File: config.mk
export PLATFORM = sky130hd
export DESIGN_NAME = wr_dispatch
export DESIGN_NICKNAME = d
export VERILOG_FILES = /design/src/rtl/wr_dispatch.sv
export SDC_FILE = /design/constraint.sdc
export NUM_CORES = 1
export LEC_CHECK = 0
export CAP_MARGIN = 25
export CELL_PAD_IN_SITES_DETAIL_PLACEMENT = 0
export CELL_PAD_IN_SITES_GLOBAL_PLACEMENT = 1
export CORE_ASPECT_RATIO = 1.1
export CORE_MARGIN = 1
export CORE_UTILIZATION = 48
export CTS_CLUSTER_DIAMETER = 60
export CTS_CLUSTER_SIZE = 40
export DETAILED_ROUTE_END_ITERATION = 16
export GPL_ROUTABILITY_DRIVEN = 0
export GPL_TIMING_DRIVEN = 0
export PLACE_DENSITY_LB_ADDON = 0.15
export SLEW_MARGIN = 20
export SYNTH_ARGS = -nofsm -noshare
export SYNTH_HDL_FRONTEND = slang
export SYNTH_SLANG_ARGS = --single-unit
File: constraint.sdc
create_clock -name CLK -period 10 [get_ports CLK]
set_input_delay 1.5 -clock CLK [delete_from_list [all_inputs] [get_ports CLK]]
set_output_delay 1.5 -clock CLK [all_outputs]
set_load 0.02 [all_outputs]
File: src/rtl/wr_dispatch.sv
// wr_dispatch: buffers worker results and routes each one, in arrival order,
// to the matching unit (LEFT/RIGHT), to fetch (ONE), or drops it (NONE).
// Ports: CLK/RST; RECEIVE_WR_* input stream (READY registered);
//   SEND_MT_* and SEND_FT_* output streams; DROP_COUNT saturating NONE counter.
module wr_dispatch #(
  parameter int DATA_WIDTH          = 32,
  parameter int COLOR_WIDTH         = 16,
  parameter int DEST_ADDR_WIDTH     = 10,
  parameter int DEST_OPTION_WIDTH   = 2,
  parameter int FIFO_DEPTH          = 4,
  parameter int WORKER_RESULT_WIDTH =
    DEST_OPTION_WIDTH + DEST_ADDR_WIDTH + COLOR_WIDTH + DATA_WIDTH
) (
  input  logic                           CLK,
  input  logic                           RST,
  input  logic                           RECEIVE_WR_VALID,
  input  logic [WORKER_RESULT_WIDTH-1:0] RECEIVE_WR_DATA,
  output logic                           RECEIVE_WR_READY,
  output logic                           SEND_MT_VALID,
  output logic [WORKER_RESULT_WIDTH-1:0] SEND_MT_DATA,
  input  logic                           SEND_MT_READY,
  output logic                           SEND_FT_VALID,
  output logic [WORKER_RESULT_WIDTH-1:0] SEND_FT_DATA,
  input  logic                           SEND_FT_READY,
  output logic [15:0]                    DROP_COUNT
);

  localparam int WRW = WORKER_RESULT_WIDTH;
  localparam int PW  = $clog2(FIFO_DEPTH);
  localparam int CW  = PW + 1;
  localparam int OW  = DEST_OPTION_WIDTH;

  localparam logic [OW-1:0] OPT_LEFT  = OW'(1);
  localparam logic [OW-1:0] OPT_RIGHT = OW'(2);
  localparam logic [OW-1:0] OPT_ONE   = OW'(3);

  typedef enum logic {S_LOAD, S_SEND} state_t;

  logic [WRW-1:0] mem_q [FIFO_DEPTH];
  logic [PW-1:0]  wptr_q, wptr_d;
  logic [PW-1:0]  rptr_q, rptr_d;
  logic [CW-1:0]  cnt_q, cnt_d;
  logic           rdy_q, rdy_d;
  state_t         state_q, state_d;
  logic           mt_v_q, mt_v_d;
  logic           ft_v_q, ft_v_d;
  logic [WRW-1:0] mt_data_q, mt_data_d;
  logic [WRW-1:0] ft_data_q, ft_data_d;
  logic [15:0]    drop_q, drop_d;

  logic           push;
  logic           pop;
  logic [WRW-1:0] head;
  logic [OW-1:0]  head_opt;

  assign push     = RECEIVE_WR_VALID && rdy_q;
  assign pop      = (state_q == S_LOAD) && (cnt_q != '0);
  assign head     = mem_q[rptr_q];
  assign head_opt = head[WRW-1 -: OW];

  // FIFO bookkeeping; pointers wrap naturally since depth is a power of 2.
  always_comb begin
    wptr_d = wptr_q;
    rptr_d = rptr_q;
    if (push) wptr_d = wptr_q + PW'(1);
    if (pop)  rptr_d = rptr_q + PW'(1);
    cnt_d = cnt_q + CW'(push) - CW'(pop);
    // READY looks one edge ahead so a full FIFO never sees a push.
    rdy_d = (cnt_d < CW'(FIFO_DEPTH));
  end

  always_comb begin
    state_d   = state_q;
    mt_v_d    = mt_v_q;
    ft_v_d    = ft_v_q;
    mt_data_d = mt_data_q;
    ft_data_d = ft_data_q;
    drop_d    = drop_q;
    case (state_q)
      S_LOAD: begin
        if (pop) begin
          if (head_opt == OPT_LEFT || head_opt == OPT_RIGHT) begin
            mt_data_d = head;
            mt_v_d    = 1'b1;
            state_d   = S_SEND;
          end else if (head_opt == OPT_ONE) begin
            ft_data_d = head;
            ft_v_d    = 1'b1;
            state_d   = S_SEND;
          end else if (drop_q != 16'hFFFF) begin
            drop_d = drop_q + 16'd1;
          end
        end
      end
      S_SEND: begin
        if (mt_v_q && SEND_MT_READY) begin
          mt_v_d  = 1'b0;
          state_d = S_LOAD;
        end else if (ft_v_q && SEND_FT_READY) begin
          ft_v_d  = 1'b0;
          state_d = S_LOAD;
        end
      end
      default: state_d = S_LOAD;
    endcase
  end

  always_ff @(posedge CLK) begin
    if (push) mem_q[wptr_q] <= RECEIVE_WR_DATA;
  end

  always_ff @(posedge CLK or posedge RST) begin
    if (RST) begin
      wptr_q    <= '0;
      rptr_q    <= '0;
      cnt_q     <= '0;
      rdy_q     <= 1'b0;
      state_q   <= S_LOAD;
      mt_v_q    <= 1'b0;
      ft_v_q    <= 1'b0;
      mt_data_q <= '0;
      ft_data_q <= '0;
      drop_q    <= '0;
    end else begin
      wptr_q    <= wptr_d;
      rptr_q    <= rptr_d;
      cnt_q     <= cnt_d;
      rdy_q     <= rdy_d;
      state_q   <= state_d;
      mt_v_q    <= mt_v_d;
      ft_v_q    <= ft_v_d;
      mt_data_q <= mt_data_d;
      ft_data_q <= ft_data_d;
      drop_q    <= drop_d;
    end
  end

  assign RECEIVE_WR_READY = rdy_q;
  assign SEND_MT_VALID    = mt_v_q;
  assign SEND_MT_DATA     = mt_data_q;
  assign SEND_FT_VALID    = ft_v_q;
  assign SEND_FT_DATA     = ft_data_q;
  assign DROP_COUNT       = drop_q;

endmodule

==> results.md <==
- CTS Root Buffer Type: clkbuf_16
- Detail Route Antenna Nets: 0
- Type of destination of the critical path: register
- Worst slew pin tran: 0.796 ns
- Fill cell count: 2128
- TritonCTS clock tree: built
- Largest fanout on the critical path: 10
- Number of buffers and inverters on the critical path: 4
- Worst relative slew slack: 46.7%
- Port Buf Inserts: 203
- Routed Wire Length: 28300 um
- Area grow syn2layout: 24.8%
- Layout cells sized above 1: 21.8%
- Leading cell types in the layout, fill and taps excluded: 240 x edfxtp_1, 203 x clkdlybuf4s50_1, 147 x dfrtp_1, 62 x mux2_2, 61 x mux2_1
- Setup Skew: 0.0206 ns
- Die width: 167 um
- Cts repair resizes: 0
- Ys flop type: edfxtp_1
- Number of diodes: 0
- Footprint of the flip-flops and latches: 10900 um2
- Largest incremental delay on the critical path: 0.73 ns
- Flip-flop and latch count after synthesis: 387
- Hold path start: SEND_MT_DATA[4]$_DFFE_PP0P_
- Clk slew on worst S/H paths: 0.10 ns
- Placement Cell Area: 17100 um2
- Total of max-cap violations: 0
- Layout net count: 1004
- Final Cell Area: 18000 um2
- Count of buffers added by post-CTS timing repair for setup: 0
- Portion of synthesized cell area occupied by the leading cell type: 49.8%
- DRC violations left: 0
- Ordered cell list for the critical path: clkbuf_1, clkbuf_1, mux4_2, inv_1, ha_1, nor4b_4, buf_2, mux2_2
- R2r worst-path depth: 8
- Total clock buffers created by CTS: 24
- Critical Path RT: 10.43 ns
- Clk_lat worst skew: 0.55 ns
- Critical Path End: SEND_FT_DATA[49]$_DFFE_PP0P_
- Row count: 66
- Standby leakage power: 6.93 nW
- Number of stages on the worst setup path: 8
- Critical-path cell with the highest stage delay: nor4b_4
- Dominant cells by area after synthesis: edfxtp_1 50%, dfrtp_1 25%, mux4_2 9.3%, mux2_2 4.8%, mux2_1 4.7%
- Synth Warn #: 0
- Crit Path Category: reg2reg
- Run status: completed
- Core ar.: 29600 um2
- Number of buffers between clock root and the deepest sink: 3
- Initial Util: 48.9%
- Leading cell type in the layout, fill and taps excluded: edfxtp_1
- Worst R2R Start: rptr_q[1]$_DFFE_PP0P_
- HPWL after detailed placement: 19000 um
- Syn Inst Count: 695
- Detailed-route via count: 7134
- Cell taking the most area after synthesis: edfxtp_1
- Share of async-settable or async-resettable flops after synthesis: 38.0%
- Floorplan die area: 30800 um2
- Global routing usage summed across all routing layers: 18.8%
- Final setup violation count: 0
- Antenna violations before repair: 1
- Area of the multi-input gates: 3440 um2
- Num ports: 204
- Register-to-register setup slack: 6.18 ns
- Synth unique cells: 35
- Crit. Startpoint: rptr_q[1]$_DFFE_PP0P_
- Deepest level of the CTS H-tree: 1
- Maximum achievable frequency: 262 MHz
- Mapped Area: 14500 um2
- Share of the clock period used by the worst path after layout: 38.2%
- Total Negative Setup Slacks: 0 ns
- RSZ-0062 raised after global routing: false
- DIE HEIGHT: 184 um
- Syn nets: 770
- Avg Cell Area, Syn: 20.8 um2
- Type of the most critical hold path: reg2reg
- Router iterations before antenna repair: 4
- Initial DRC count: 539
- Total power density per cell area: 184 nW/um2
- Largest vdd supply drop: 0.000114 V
- Final hold violation count: 0
- Wire length per cell after detailed routing: 21.4 um
- Critical path data arrival time: 4.25 ns
- Number of global-route vias before repair: 7703
- Number of hold-repair buffers added at the cts stage: 0
- Capture point of the worst reg-to-reg path: SEND_FT_DATA[49]$_DFFE_PP0P_
- Category of the worst setup path launch point: register
- Total congestion overflow after global routing: 0
- Sequential-to-total area share from yosys stat: 75.3%
- Worst path top cell family by delay: buffers and inverters
- Final critical-path required period: 3.82 ns
- Vias per cell: 5.40
- Number of sinks handled by clock tree synthesis: 387
- CP dominant cell by count: clkbuf_1
- Count of flip-flops with a built-in enable after synthesis: 240
- Slew Viols, Final: 0
- Wire length of the first global-routing pass: 44000 um
- Maximum number of pins on one net before global-route repair: 85
## worst min path at each step
stage | slack, ns | cells after the start | to
floorplan | 0.50 | 1 | wptr_q[0]$_DFFE_PP0P_
global placement | 0.47 | 1 | SEND_MT_DATA[12]$_DFFE_PP0P_
detailed placement | 0.47 | 1 | SEND_MT_DATA[4]$_DFFE_PP0P_
CTS | 0.50 | 1 | SEND_MT_DATA[4]$_DFFE_PP0P_
global route | 0.52 | 1 | SEND_MT_DATA[6]$_DFFE_PP0P_
finish | 0.49 | 1 | SEND_MT_DATA[4]$_DFFE_PP0P_
## where the power goes
| group | total [W] | switching (W) | leakage [nW] | internal [W] |
|---|---|---|---|---|
| registers | 0.00191 | 0.0000417 | 4.22 | 0.00186 |
| clock network | 0.00115 | 0.000613 | 0.452 | 0.000541 |
| logic | 0.000264 | 0.000164 | 2.27 | 0.0000998 |
| total | 0.00332 | 0.000819 | 6.93 | 0.00250 |
## cell usage after synthesis (2+ instances only)
cell type and count:
dfrtp_1 147, mux2_1 61, and2_1 2, edfxtp_1 240
nand2_1 11, buf_2 19, nand3_1 8, nand4_1 7
clkbuf_1 10, mux2_2 62, and3_1 8, mux4_2 60
inv_1 9, ha_1 9, nor2_1 2, xnor2_1 12
nor3_1 5, xor2_1 6
## logic make-up (layout without fill, tap and decap cells)
| logic type | count (synthesis) | after routing | share of synthesized area [%] |
|---|---|---|---|
| adders and majority gates | 10 | 10 | 0.917 |
| buffers and inverters | 38 | 290 | 1.15 |
| xor gates and xnor gates | 18 | 18 | 1.09 |
| and+or+nand+nor | 55 | 55 | 2.38 |
| muxes | 184 | 184 | 19.0 |
| AOI/OAI and AO/OA | 3 | 3 | 0.164 |
| DFF | 387 | 387 | 75.3 |
## worst reg2reg max path: stages (launching register included)
cell	delay (ns)
dfrtp_1	0.33
clkbuf_1	0.42
clkbuf_1	0.54
mux4_2	0.50
inv_1	0.10
ha_1	0.26
nor4b_4	0.73
buf_2	0.44
mux2_2	0.39
## stage by stage
| stage | std cells | setup slack, ns | hold slack [ns] | power, W | util, % |
|---|---|---|---|---|---|
| floorplan | 695 | 4.55 | 0.498 | 0.00208 | - |
| global placement | 1272 | 2.77 | 0.467 | 0.00219 | 57.4 |
| detailed placement | 1277 | 6.09 | 0.475 | 0.00222 | 57.9 |
| CTS | 1321 | 6.06 | 0.495 | 0.00337 | 61.0 |
| global route | 1321 | 5.94 | 0.515 | 0.00345 | 61.0 |
| finish | 1321 | 6.18 | 0.491 | 0.00332 | 61.0 |
## cell type report
class | count | area share (%)
well taps | 374 | 2.59
clock buffers | 25 | 3.47
clock inverters | 19 | 1.74
multi-input cells | 270 | 19.1
inverters | 9 | 0.229
repair buffers | 208 | 11.9
flip-flops and latches | 387 | 60.3
plain buffers | 29 | 0.735
## flip-flops by register name, summed over array words and instances (netlist names)
name	cells
wptr_q	2
DROP_COUNT	16
SEND_FT_DATA	60
cnt_q	3
SEND_MT_DATA	60
mem_q	240
SEND_FT_VALID	1
rptr_q	2
SEND_MT_VALID	1
RECEIVE_WR_READY	1
state_q	1
## per-layer routing
layer | global-route usage [%] | part of all wire [%] | wire length, um
met5 | 0 | 0.039 | 11
met4 | 3.74 | 1.4 | 409
met3 | 3.75 | 5.2 | 1460
met2 | 32.7 | 51 | 14400
met1 | 24.8 | 42 | 12000
(Power assumes the default switching activity.)
